$ cat config.mk
export PLATFORM = sky130hd
export DESIGN_NAME = gpio_in_port
export DESIGN_NICKNAME = d
export VERILOG_FILES = /design/src/rtl/gpio_in_port.sv
export SDC_FILE = /design/constraint.sdc
export NUM_CORES = 1
export LEC_CHECK = 0
export ABC_AREA = 1
export ABC_CLOCK_PERIOD_IN_PS = 2000
export BUFFER_PORTS_ARGS = -buffer_cell sky130_fd_sc_hd__clkbuf_2
export CAP_MARGIN = 20
export CORE_MARGIN = 2
export CORE_UTILIZATION = 47
export CTS_CLUSTER_DIAMETER = 60
export DETAILED_ROUTE_END_ITERATION = 6
export PLACE_DENSITY_LB_ADDON = 0.1
export RECOVER_POWER = 50
export SYNTH_ARGS = -nofsm -noshare
export SYNTH_HDL_FRONTEND = slang
export SYNTH_SLANG_ARGS = --single-unit
$ cat constraint.sdc
create_clock -name clk -period 2 [get_ports clk]
set_input_delay 0.4 -clock clk [delete_from_list [all_inputs] [get_ports clk]]
set_output_delay 0.4 -clock clk [all_outputs]
set_load 0.1 [all_outputs]
$ cat src/rtl/gpio_in_port.sv
// Memory-mapped GPIO input port: 2-flop synchroniser, per-bit debounce, sticky
// W1C rising-edge flags and a maskable interrupt level, read through a 4-word window.
module gpio_in_port #(
   parameter int unsigned                  DATA_WIDTH      = 32,
   parameter int unsigned                  GPIO_WIDTH      = 8,
   parameter logic [DATA_WIDTH-1:0]        BASE_ADDR       = 32'h1001_0040,
   parameter int unsigned                  DEBOUNCE_CYCLES = 4
) (
   input  logic                  clk,
   input  logic                  reset,
   input  logic [GPIO_WIDTH-1:0] GPIO_In,
   input  logic [DATA_WIDTH-1:0] addr,
   input  logic                  wr_en,
   input  logic [DATA_WIDTH-1:0] wr_data,
   output logic [DATA_WIDTH-1:0] rd_data,
   output logic                  hit,
   output logic                  irq
);

   localparam int unsigned CW = $clog2(DEBOUNCE_CYCLES + 1);
   localparam int unsigned WW = DATA_WIDTH - 2;
   localparam logic [CW-1:0] CNT_MAX   = CW'(DEBOUNCE_CYCLES - 1);
   localparam logic [WW-1:0] BASE_WORD = BASE_ADDR[DATA_WIDTH-1:2];

   localparam logic [1:0] OFF_DATA = 2'd0;
   localparam logic [1:0] OFF_EDGE = 2'd1;
   localparam logic [1:0] OFF_RAW  = 2'd2;
   localparam logic [1:0] OFF_MASK = 2'd3;

   logic [GPIO_WIDTH-1:0] r_s1;
   logic [GPIO_WIDTH-1:0] r_s2;
   logic [GPIO_WIDTH-1:0] r_deb;
   logic [GPIO_WIDTH-1:0] r_edge;
   logic [GPIO_WIDTH-1:0] r_mask;
   logic [CW-1:0]         r_cnt [GPIO_WIDTH];

   logic [WW-1:0]         w_word;
   logic [1:0]            w_sel;
   logic                  w_hit;
   logic                  w_wr_edge;
   logic                  w_wr_mask;
   logic [GPIO_WIDTH-1:0] w_clr;
   logic [GPIO_WIDTH-1:0] w_deb_nxt;
   logic [GPIO_WIDTH-1:0] w_rise;
   logic [GPIO_WIDTH-1:0] w_edge_nxt;
   logic [CW-1:0]         w_cnt_nxt [GPIO_WIDTH];
   logic                  w_unused;

   // Word offset relative to the window base; wraps for addresses below it.
   assign w_word    = addr[DATA_WIDTH-1:2] - BASE_WORD;
   assign w_hit     = (w_word < WW'(4));
   assign w_sel     = w_word[1:0];
   assign w_wr_edge = wr_en & w_hit & (w_sel == OFF_EDGE);
   assign w_wr_mask = wr_en & w_hit & (w_sel == OFF_MASK);
   assign w_unused  = ^{addr[1:0], wr_data};

   assign hit = w_hit;
   assign irq = |(r_edge & r_mask);

   always_comb begin
      rd_data = '0;
      if (w_hit) begin
         case (w_sel)
            OFF_DATA: rd_data = DATA_WIDTH'(r_deb);
            OFF_EDGE: rd_data = DATA_WIDTH'(r_edge);
            OFF_RAW:  rd_data = DATA_WIDTH'(r_s2);
            OFF_MASK: rd_data = DATA_WIDTH'(r_mask);
            default:  rd_data = '0;
         endcase
      end
   end

   // A bit flips only after DEBOUNCE_CYCLES consecutive samples that disagree with it.
   always_comb begin
      w_deb_nxt = r_deb;
      for (int i = 0; i < int'(GPIO_WIDTH); i++) begin
         w_cnt_nxt[i] = '0;
         if (r_s2[i] != r_deb[i]) begin
            if (r_cnt[i] == CNT_MAX) begin
               w_deb_nxt[i] = r_s2[i];
            end else begin
               w_cnt_nxt[i] = r_cnt[i] + CW'(1);
            end
         end
      end
   end

   // Set beats clear when both hit the same flag on one edge.
   assign w_rise     = w_deb_nxt & ~r_deb;
   assign w_clr      = w_wr_edge ? wr_data[GPIO_WIDTH-1:0] : '0;
   assign w_edge_nxt = (r_edge & ~w_clr) | w_rise;

   always_ff @(posedge clk or negedge reset) begin
      if (!reset) begin
         r_s1   <= '0;
         r_s2   <= '0;
         r_deb  <= '0;
         r_edge <= '0;
         r_mask <= '0;
         for (int i = 0; i < int'(GPIO_WIDTH); i++) begin
            r_cnt[i] <= '0;
         end
      end else begin
         r_s1   <= GPIO_In;
         r_s2   <= r_s1;
         r_deb  <= w_deb_nxt;
         r_edge <= w_edge_nxt;
         if (w_wr_mask) begin
            r_mask <= wr_data[GPIO_WIDTH-1:0];
         end
         for (int i = 0; i < int'(GPIO_WIDTH); i++) begin
            r_cnt[i] <= w_cnt_nxt[i];
         end
      end
   end

endmodule

==> reports/qor.csv <==
metric;value;unit
outcome;complete, but fails checks;
violated checks;max-capacitance violations, max-slew violations, negative setup slack;
RR Startpoint;r_cnt[18];
critical path peak fanout;6;
CP Launch Type;primary input;
number of buffers added on ports;58;
DR vias/cell;4.781;
drc violations;0;
Avg Cell Area, Syn;7.700;sq um
post-synthesis cell count;492;
clock buffer depth;2;
Final Hold Fails;0;
share of layout cells above drive strength 1;0.3808;
final weighted congestion in routability-driven placement;0.8510;
H-tree depth;3;
min cycle time layout;2.670;ns
DR iter-0 viols;131;
Achievable Freq;0.3745;GHz
share of the synthesized area in the top cell type;0.4227;
Cell Area, Placed;4880;sq um
RSZ-0062 raised after global routing;yes;
hold_buf cts;0;
Cell Count, Final, Fillers Out;748;
sequential fraction of the synthesis area;0.4227;
R2R Path End;r_edge[1];
pin count of the biggest net entering global routing;65;
Power Density;693.3;nW/um^2
Worst Setup Path Type;primary input to primary output;
EDFF count, synth;0;
P_sw;1.392;mW
Yosys reg bits;64;
Worst Hold Depth;1;
Layout fillers;631;
Top Family by Delay on Critical Path;simple AND/OR/NAND/NOR gates;
Worst-Margin Slew;1.527;ns
setup ws final;-0.6699;ns
Hold WC Path Type;primary input to register;
Synth area leader;dfrtp_1;
LEAKAGE;2.754;nW
sequential share of power;0.441;
max cap viols;1;
die area;8795;sq um
DP HPWL;7051;um
Logic pwr share;0.302;
die width;93.78;um
synth warn;0;
CP endpoint kind;primary output;
clk sinks;64;
drt pass-1 iters;4;
Final setup violation count;25;
Cell Area, Synth;3789;sq um
antenna violations before repair;0;
CP max stage cell;buf_6;
via count;3576;
Sw Ratio;0.3694;
Fin Clk Skew;0.008745;ns
clock power share;0.258;
Rows;32;
total CTS buffers;9;
total grt overflow;0;
crit path launch;addr[6];
Skew-Pair Late Insertion Delay;0.35;ns
DP Worst Slack;-0.6899;ns
Antenna Nets Post-Route;0;
Pint;2.377;mW
Die H;93.78;um
Worst Hold Endpoint;r_s1[1];
Top Ports;109;
initial core utilization;0.4878;
dominant cells by area after synthesis;dfrtp_1 42%, nand2_1 14%, nor2_1 6.1%;
Reg2Reg Setup Slack;0.84;ns
All-Layer GR Usage;0.2201;
Area Growth Syn to Fin;43.49;%
fin crit share;1.335;
ys async rst share;1.000;
Post-Place Cells;719;
wire per inst;12.42;um
Hold Path Origin;GPIO_In[1];
Final Net Count;724;
Distinct cells, synth;36;
core area;7767;sq um
Worst-path clk slew;0.08;ns
WP depth;15;
Critical Path Max Stage Delay;0.19;ns
Slew Limit Fails;65;
Routed WL;9287;um
VDD IR-drop max;0.5972;mV
Rel. slew slack;-0.01784;
first-pass GRT wire length;15360;um
clock root buffer;clkbuf_8;
antenna cells;0;
CP Cell Sequence;buf_8 -> nor2_4 -> nand2_4 -> nor2_4 -> nand2_4 -> nand2_4 -> buf_4 -> nand4_1 -> nand2_1 -> nand3_1 -> nor2_2 -> nand3_4 -> buf_6 -> nor2_4 -> buf_12;
Worst Reg-to-Reg Cells;6;
Total Power;3.769;mW
worst path required time;1.60;ns
design area;5436;sq um
CP Buf/Inv Count;4;
CTS tree;done;
vias in the first global route;3402;
ys flop type;dfrtp_1;
CP arrival;2.27;ns
final cells by class:
type | count | area [sq um] | share of cell area
Sequential cell | 64 | 1602 | 0.2946
Inverter | 59 | 224.0 | 0.04120
Multi-Input combinational cell | 365 | 2176 | 0.4002
Timing Repair Buffer | 142 | 1136 | 0.2090
Clock buffer | 9 | 123.9 | 0.02278
Tap cell | 102 | 127.6 | 0.02348
Clock inverter | 7 | 47.55 | 0.008746
layout by cell type (no fill, tap or decap), drive strengths merged:
cell	count
nand2	156
buf	97
nor2	74
dfrtp	64
inv	59
clkbuf	54
nand3	31
conb	24
nor3	13
nand4	12
o21ai	10
xnor2	8
ha	8
a221oi	8
a22o	6
clkinv	5
a21oi	3
xor2	3
nor3b	2
nor4	2
a41oi	2
clkinvlp	2
or2	1
o21bai	1
nand3b	1
worst reg2reg max path: cells and delay by family, from the launching register on:
family | cells | cell delay [ns]
DFF | 1 | 0.39
and+or+nand+nor | 3 | 0.22
buffers and inverters | 1 | 0.06
adders and majority gates | 1 | 0.19
AOI/OAI and AO/OA | 1 | 0.24
metal layers:
metal	up-vias	routed length (um)	track usage	share of wire
li1	1817	-	-	-
met1	1686	4243	0.2936	0.46
met2	60	4605	0.3696	0.50
met3	13	327	0.04735	0.035
met4	0	110	0.04710	0.012
met5	-	0	0	0
through the flow:
step | setup TNS (ns) | hold WS, ns | utilization
after floorplan | -6.005 | 0.1044 | -
after global placement | -13.15 | 0.3349 | 0.6282
after detailed placement | -13.08 | 0.3371 | 0.6282
after CTS | -7.835 | 0.06956 | 0.6658
after global routing | -13.18 | 0.1355 | 0.6999
final | -9.218 | 0.1539 | 0.6999
state kept, by name (all words and copies together), names as in the netlist:
signal	cells
r_cnt	24
r_deb	8
r_edge	8
r_mask	8
r_s1	8
r_s2	8
worst max-delay path by stage:
stage	endpoint
floorplan	rd_data[2]
global placement	rd_data[7]
detailed placement	rd_data[7]
CTS	rd_data[2]
global route	rd_data[5]
finish	rd_data[7]
Yosys cell counts, drive strengths merged, types with 8 or more instances:
library cell	number
dfrtp	64
ha	8
inv	57
nor3	13
nor2	74
nand4	12
o21ai	10
nand3	31
a221oi	8
buf	26
nand2	156
xnor2	8
power groups by stage:
stage	Clock (mW)	Sequential [mW]	Combinational, mW
final	0.971	1.66	1.14
after floorplan	0	1.64	0.815
after global placement	0	1.67	1.07
after CTS	0.994	1.66	1.11
after global routing	1.05	1.69	1.29
after detailed placement	0	1.68	1.10
cells by family (layout without fill, tap and decap cells):
family	count (synthesis)	in the layout	synth area share
AOI/OAI and AO/OA	30	30	0.06011
xor gates and xnor gates	11	11	0.02741
adders and majority gates	8	8	0.02642
buffers and inverters	86	217	0.1103
DFF	64	64	0.4227
other	1	24	0.0009898
and+or+nand+nor	292	292	0.3520
what timing repair did:
action / CTS / global route
gates resized for setup: 19 / 66
setup buffers: 6 / 7
endpoints found under the setup margin: 18 / 26
pin swaps: 11 / 41
No activity file was read; power rests on OpenSTA's default activity.
